[src/rtl/scoreboard_button_ctrl.sv]
// Debounced pushbutton front end issuing one-cycle inc/dec/erase commands to the score counter.
// Define SCOREBOARD_AUTOREPEAT_EN to enable hold-to-auto-repeat for up/down.
module scoreboard_button_ctrl #(
   parameter int unsigned DEBOUNCE_CYCLES = 16,
   parameter int unsigned REPEAT_DELAY    = 64,
   parameter int unsigned REPEAT_PERIOD   = 16
) (
   input  logic       clk,
   input  logic       rst_n,
   input  logic       btn_up_i,
   input  logic       btn_down_i,
   input  logic       btn_clr_i,
   output logic       inc_o,
   output logic       dec_o,
   output logic       erase_o,
   output logic [2:0] btn_state_o
);

   localparam int unsigned DbW = $clog2(DEBOUNCE_CYCLES);
   localparam logic [DbW-1:0] DbLast = DbW'(DEBOUNCE_CYCLES - 1);

   // Bit order everywhere is {clr, down, up}.
   logic [2:0] raw;
   logic [2:0] sync1_q, sync2_q;
   logic [2:0] deb_q, deb_d;
   logic [2:0][DbW-1:0] db_cnt_q, db_cnt_d;

   assign raw = {btn_clr_i, btn_down_i, btn_up_i};

   always_ff @(posedge clk or negedge rst_n) begin
      if (!rst_n) begin
         sync1_q <= '0;
         sync2_q <= '0;
      end else begin
         sync1_q <= raw;
         sync2_q <= sync1_q;
      end
   end

   always_comb begin
      deb_d    = deb_q;
      db_cnt_d = db_cnt_q;
      for (int b = 0; b < 3; b++) begin
         if (sync2_q[b] != deb_q[b]) begin
            if (db_cnt_q[b] == DbLast) begin
               deb_d[b]    = sync2_q[b];
               db_cnt_d[b] = '0;
            end else begin
               db_cnt_d[b] = db_cnt_q[b] + 1'b1;
            end
         end else begin
            db_cnt_d[b] = '0;
         end
      end
   end

   always_ff @(posedge clk or negedge rst_n) begin
      if (!rst_n) begin
         deb_q    <= '0;
         db_cnt_q <= '0;
      end else begin
         deb_q    <= deb_d;
         db_cnt_q <= db_cnt_d;
      end
   end

   logic up, down, clr;
   assign up   = deb_q[0];
   assign down = deb_q[1];
   assign clr  = deb_q[2];

`ifdef SCOREBOARD_AUTOREPEAT_EN
   localparam int unsigned RptMax = (REPEAT_DELAY > REPEAT_PERIOD) ? REPEAT_DELAY : REPEAT_PERIOD;
   localparam int unsigned TmrW   = $clog2(RptMax);
   localparam logic [TmrW-1:0] DelayLast  = TmrW'(REPEAT_DELAY - 1);
   localparam logic [TmrW-1:0] PeriodLast = TmrW'(REPEAT_PERIOD - 1);

   typedef enum logic [1:0] {StIdle, StHold, StRepeat, StWaitRel} state_e;

   logic            dir_q, dir_d;     // 1: down, 0: up
   logic [TmrW-1:0] timer_q, timer_d;
   logic            abort;

   // Leave the hold as soon as the latched button is not the only one pressed.
   assign abort = dir_q ? (~down | up | clr) : (~up | down | clr);
`else
   typedef enum logic [0:0] {StIdle, StWaitRel} state_e;

   logic unused_repeat_cfg;
   assign unused_repeat_cfg = ^{REPEAT_DELAY, REPEAT_PERIOD};
`endif

   state_e state_q, state_d;
   logic   inc_q, inc_d;
   logic   dec_q, dec_d;
   logic   erase_q, erase_d;

   always_comb begin
      state_d = state_q;
      inc_d   = 1'b0;
      dec_d   = 1'b0;
      erase_d = 1'b0;
`ifdef SCOREBOARD_AUTOREPEAT_EN
      dir_d   = dir_q;
      timer_d = timer_q;
`endif
      case (state_q)
         StIdle: begin
            if (clr) begin
               erase_d = 1'b1;
               state_d = StWaitRel;
            end else if (up ^ down) begin
               inc_d = up;
               dec_d = down;
`ifdef SCOREBOARD_AUTOREPEAT_EN
               dir_d   = down;
               timer_d = '0;
               state_d = StHold;
`else
               state_d = StWaitRel;
`endif
            end else if (up & down) begin
               state_d = StWaitRel;
            end
         end
`ifdef SCOREBOARD_AUTOREPEAT_EN
         StHold, StRepeat: begin
            if (abort) begin
               state_d = StWaitRel;
            end else if (timer_q == ((state_q == StHold) ? DelayLast : PeriodLast)) begin
               inc_d   = ~dir_q;
               dec_d   = dir_q;
               timer_d = '0;
               state_d = StRepeat;
            end else begin
               timer_d = timer_q + 1'b1;
            end
         end
`endif
         StWaitRel: begin
            if (deb_q == 3'b000) begin
               state_d = StIdle;
            end
         end
         default: state_d = StIdle;
      endcase
   end

   always_ff @(posedge clk or negedge rst_n) begin
      if (!rst_n) begin
         state_q <= StIdle;
         inc_q   <= 1'b0;
         dec_q   <= 1'b0;
         erase_q <= 1'b0;
      end else begin
         state_q <= state_d;
         inc_q   <= inc_d;
         dec_q   <= dec_d;
         erase_q <= erase_d;
      end
   end

`ifdef SCOREBOARD_AUTOREPEAT_EN
   always_ff @(posedge clk or negedge rst_n) begin
      if (!rst_n) begin
         dir_q   <= 1'b0;
         timer_q <= '0;
      end else begin
         dir_q   <= dir_d;
         timer_q <= timer_d;
      end
   end
`endif

   assign inc_o       = inc_q;
   assign dec_o       = dec_q;
   assign erase_o     = erase_q;
   assign btn_state_o = deb_q;

endmodule

[config.mk]
export PLATFORM = sky130hd
export DESIGN_NAME = scoreboard_button_ctrl
export DESIGN_NICKNAME = d
export VERILOG_FILES = /design/src/rtl/scoreboard_button_ctrl.sv
export SDC_FILE = /design/constraint.sdc
export NUM_CORES = 1
export LEC_CHECK = 0
export CORE_AREA = 3 3 63 71
export DETAILED_ROUTE_END_ITERATION = 6
export DIE_AREA = 0 0 66 74
export PLACE_DENSITY = 0.51
export RECOVER_POWER = 100
export SLEW_MARGIN = 40
export SYNTH_ARGS = -nofsm -noshare
export SYNTH_HDL_FRONTEND = slang
export SYNTH_SLANG_ARGS = --single-unit
[constraint.sdc]
create_clock -name clk -period 1.84 [get_ports clk]
set_input_delay 0.184 -clock clk [delete_from_list [all_inputs] [get_ports clk]]
set_output_delay 0.184 -clock clk [all_outputs]
set_load 0.05 [all_outputs]
**Word level (Yosys, flattened, before mapping)**

Index checks and enable logic that the tools add are counted.

- Eq/ne operators: 6
- Bitwise logic cells: 3
- Reduce and logical (&&, ||, !) cells: 4
- Multiplexer cells: 19
- $add $sub $neg: 3

Operators by type and width:

| cell | count |
|---|---|
| 4-bit 2-to-1 mux | 6 |
| 4-bit by 1-bit adder with 4-bit output, second input constant | 3 |
| 4-bit == test, second input constant | 3 |
| 1-bit 2-to-1 mux | 12 |
| 2-bit AND reduction | 3 |
| 3-bit logical NOT | 1 |
| 1-bit != test | 3 |
| 1-bit case mux with 2 select lines | 1 |
| 1-bit AND | 1 |
| 1-bit inverter | 1 |
| 1-bit bitwise XOR | 1 |

- Logic and storage cells: 47
- Bits in registers: 25
- Output and inout port bits: 6
- Input port bits: 5

**Logic depth before layout (Yosys ltp)**

- Depth in word-level cells: 5
- Depth in mapped cells: 4
- Mapped depth without buffers: 4

**Worst setup path before layout**

OpenSTA, ideal clock, no wires.

- Kind: register to register
- From: reg deb_q[0], in the netlist btn_state_o[0]
- To: reg db_cnt_q[0] in the netlist's numbering
- Cell stages (with the launch flop): 3
- Library setup time: 0.096 ns
- Setup slack: 0.629 ns
- Clock period less this slack: 1.211 ns
- Required time: 1.744 ns
- Buffers on the path: 0
- Arrival: 1.115 ns
- Cells stage by stage: dfrtp_1 > xnor2_1 > a311oi_2

RTL lines:

| element | RTL line | source |
|---|---|---|
| from (decl) | 25 | `logic [2:0] deb_q, deb_d;` |
| from (signal assigned) | 59 | `deb_q <= '0;` |
| from (signal assigned) | 62 | `deb_q <= deb_d;` |
| to (signal assigned) | 63 | `db_cnt_q <= db_cnt_d;` |
| to (decl) | 26 | `logic [2:0][DbW-1:0] db_cnt_q, db_cnt_d;` |

**Worst setup path after layout**

- From: reg deb_q[2], in the netlist btn_state_o[2]
- To: out btn_state_o[2]

RTL lines:

| element | RTL line | source |
|---|---|---|
| to (decl) | 16 | `output logic [2:0] btn_state_o` |

No word-level cell between the ends.

==> flow_summary.toml <==
[synthesis]
synth-edff-count = 0
synthCells = 66
syn_nets = 74
avgSynthCellArea_um2 = 14.37
async_reset_ff_share_pct = 100.0
synthDominantCellAreaShare_pct = 65.96
ys_ff_latch = 25
syn_area_um2 = 948.4
ys_top_cells_by_area = "dfrtp_1 (66%), xnor2_1 (5.5%), ha_1 (4.0%)"
seq_area_frac_synth_pct = 65.96
yosys_warnings = 0
synth_top_area_cell = "dfrtp_1"
synthFlopType = "dfrtp_1"
post_synth_num_cell_types = 18

[timing]
hold_ws_ps = 356.3
fin_crit_ps = 1753
worst_slack_ps = 87.48
setup_tns_ps = 0
setup_viol = 0
hold_viol = 0
tightest_slew_ps = 1265
fmax_mhz = 570.6
rsz0062_at_grt = "no"
max-slew-margin-rel_pct = 15.64
fin_crit_sh_pct = 95.25
clock_skew_ps = 1.531
slew_viol_final = 0

[placed_design]
place.gp.congestion = 0.7090
placed_cells = 129
port_buffers = 10
place_area_mm2 = 0.001121
place_hpwl_um = 1056
dp_slack_ps = 364.7

[cells_and_area]
final_nets = 90
layout-drive-gt1-share_pct = 8.642
area_growth_pct = 21.64
fin_cells = 133
fin_util_pct = 29.78
diodes = 0
final_area_mm2 = 0.001154

[global_route]
antenna_found_initial = 0
grt-ovfl-total = 0
grt_max_degree = 26
grtUsageTotal_pct = 6.294
grt_pass1_vias = 539
grt_pass1_wl_um = 2366

[clock_network]
cts_setup_buffers = 0
cts_buffers = 3
root_buffer = "clkbuf_8"
cts.path.max_buffers = 2
holdBufCountCts = 0
cts_sinks = 25
cts-resized-gates = 0
clkTransAtPathRegs_ps = 80
cts_tree = "yes"
htree_levels = 1
clk_latency_ps = 260

[floorplanning]
core_mm2 = 0.003874
die_y_um = 74
initial_core_util_pct = 24.48
rows = 24
ios = 11
die_w_um = 66
dieArea_mm2 = 0.004884

[detailed_routing]
wirelength_um = 1420
wl_per_cell_um = 10.68
dr.pass1.iters = 2
drt_iter0_drc = 16
vias = 556
drc = 0
via_per_inst = 4.180
antenna_left = 0

[critical_path]
worst-path-buf-inv = 1
crit_family = "buffers and inverters"
critPathMaxStageDelay_ps = 840
crit_required_ps = 1660
cp-start-kind = "flip-flop"
critical_path_class = "flip-flop to output pin"
crit_slowest_cell = "clkdlybuf4s50_1"
end_kind = "output pin"
cp.arrival_ps = 1570
path_max_fanout = 7
crit_chain = "clkdlybuf4s50_1"

[pwr]
leakagePower_nw = 0.5080
peakVddDrop_mv = 0.4274
p_int_mw = 0.7510
clkPwrFrac_pct = 32.4
p_switching_mw = 0.2088
power_frac_seq_pct = 61.7
p_comb_share_pct = 6.0
swShare_pct = 21.75
power.density_mw_per_mm2 = 832.0
p_total_mw = 0.9598

[status]
status = "finished, final reports clean"

[flow_run]
maxCapViolations = 0

[min_path]
worstHoldPathType = "flip-flop to flip-flop"
state kept, by name, indices dropped and copies added (netlist names):
signal,flops
inc_o,1
db_cnt_q,12
btn_state_o,3
erase_o,1
sync2_q,3
sync1_q,3
state_q,1
dec_o,1
synthesized netlist by cell type, types with 2 or more instances:
| master | number |
|---|---|
| nor2b_1 | 4 |
| nor2_1 | 3 |
| nor4b_1 | 2 |
| inv_1 | 2 |
| mux2_1 | 2 |
| nor3b_2 | 2 |
| ha_1 | 3 |
| o21ai_0 | 2 |
| nand3_1 | 3 |
| dfrtp_1 | 25 |
| a311oi_2 | 2 |
| xnor2_1 | 6 |
| a21oi_1 | 4 |
| nand4b_1 | 2 |
layout by cell type (no fill, tap or decap), types with 2 or more instances in the layout:
cell / n
inv_1: 2
a21oi_1: 4
nand4b_1: 2
nand3_1: 3
nor2b_1: 4
dfrtp_1: 25
nor3b_1: 2
a311oi_2: 2
mux2_1: 2
ha_1: 3
nor2_1: 3
xnor2_1: 6
clkbuf_8: 3
o21ai_0: 2
dlygate4sd3_1: 7
nor4b_1: 2
clkdlybuf4s50_1: 3
layer usage:
layer	global-route usage, %	up-vias	wire [um]
met5	0	-	0
met4	3.386	0	24
met3	1.662	5	71
met2	9.020	13	620
met1	8.691	270	703
li1	-	268	-
path summary, 6_finish.rpt:
kind	startpoint	to	slack (ps)	cells after the start
worst max register to register	db_cnt_q[4]	btn_state_o[1]	580	3
max in group asynchronous	rst_n	inc_o	390	2
worst max-delay path	btn_state_o[2]	btn_state_o[2]	90	1
min in group asynchronous	rst_n	sync2_q[0]	710	2
worst min-delay path	sync1_q[2]	sync2_q[2]	360	0
worst min register to register	sync1_q[2]	sync2_q[2]	360	0
layout make-up:
cell class | instances | area (um^2)
repair buffers | 11 | 103.9
multi-input cells | 39 | 305.3
clock inverters | 1 | 5.005
clock buffers | 3 | 41.29
fillers | 397 | 2720
flip-flops and latches | 25 | 625.6
well taps | 52 | 65.06
inverters | 2 | 7.507
power by group through the flow:
| stage | Clock, mW | Sequential, mW | Combinational, mW |
|---|---|---|---|
| 2_1_floorplan | 0 | 0.599 | 0.0358 |
| 3_3_place_gp | 0 | 0.601 | 0.0602 |
| 3_5_place_dp | 0 | 0.603 | 0.0627 |
| 4_1_cts | 0.327 | 0.592 | 0.0635 |
| 5_1_grt | 0.354 | 0.596 | 0.0670 |
| 6_report | 0.311 | 0.592 | 0.0572 |
logic make-up after synthesis:
logic type                 count (synthesis)  synth area share [%]
DFF                                       25                 65.96
and+or+nand+nor                           17                 12.40
AOI/OAI and AO/OA                         10                 7.785
xor gates and xnor gates                   6                 5.541
muxes                                      3                 3.562
adders and majority gates                  3                 3.958
buffers and inverters                      2                0.7919
Power figures use the tool's default switching activity.
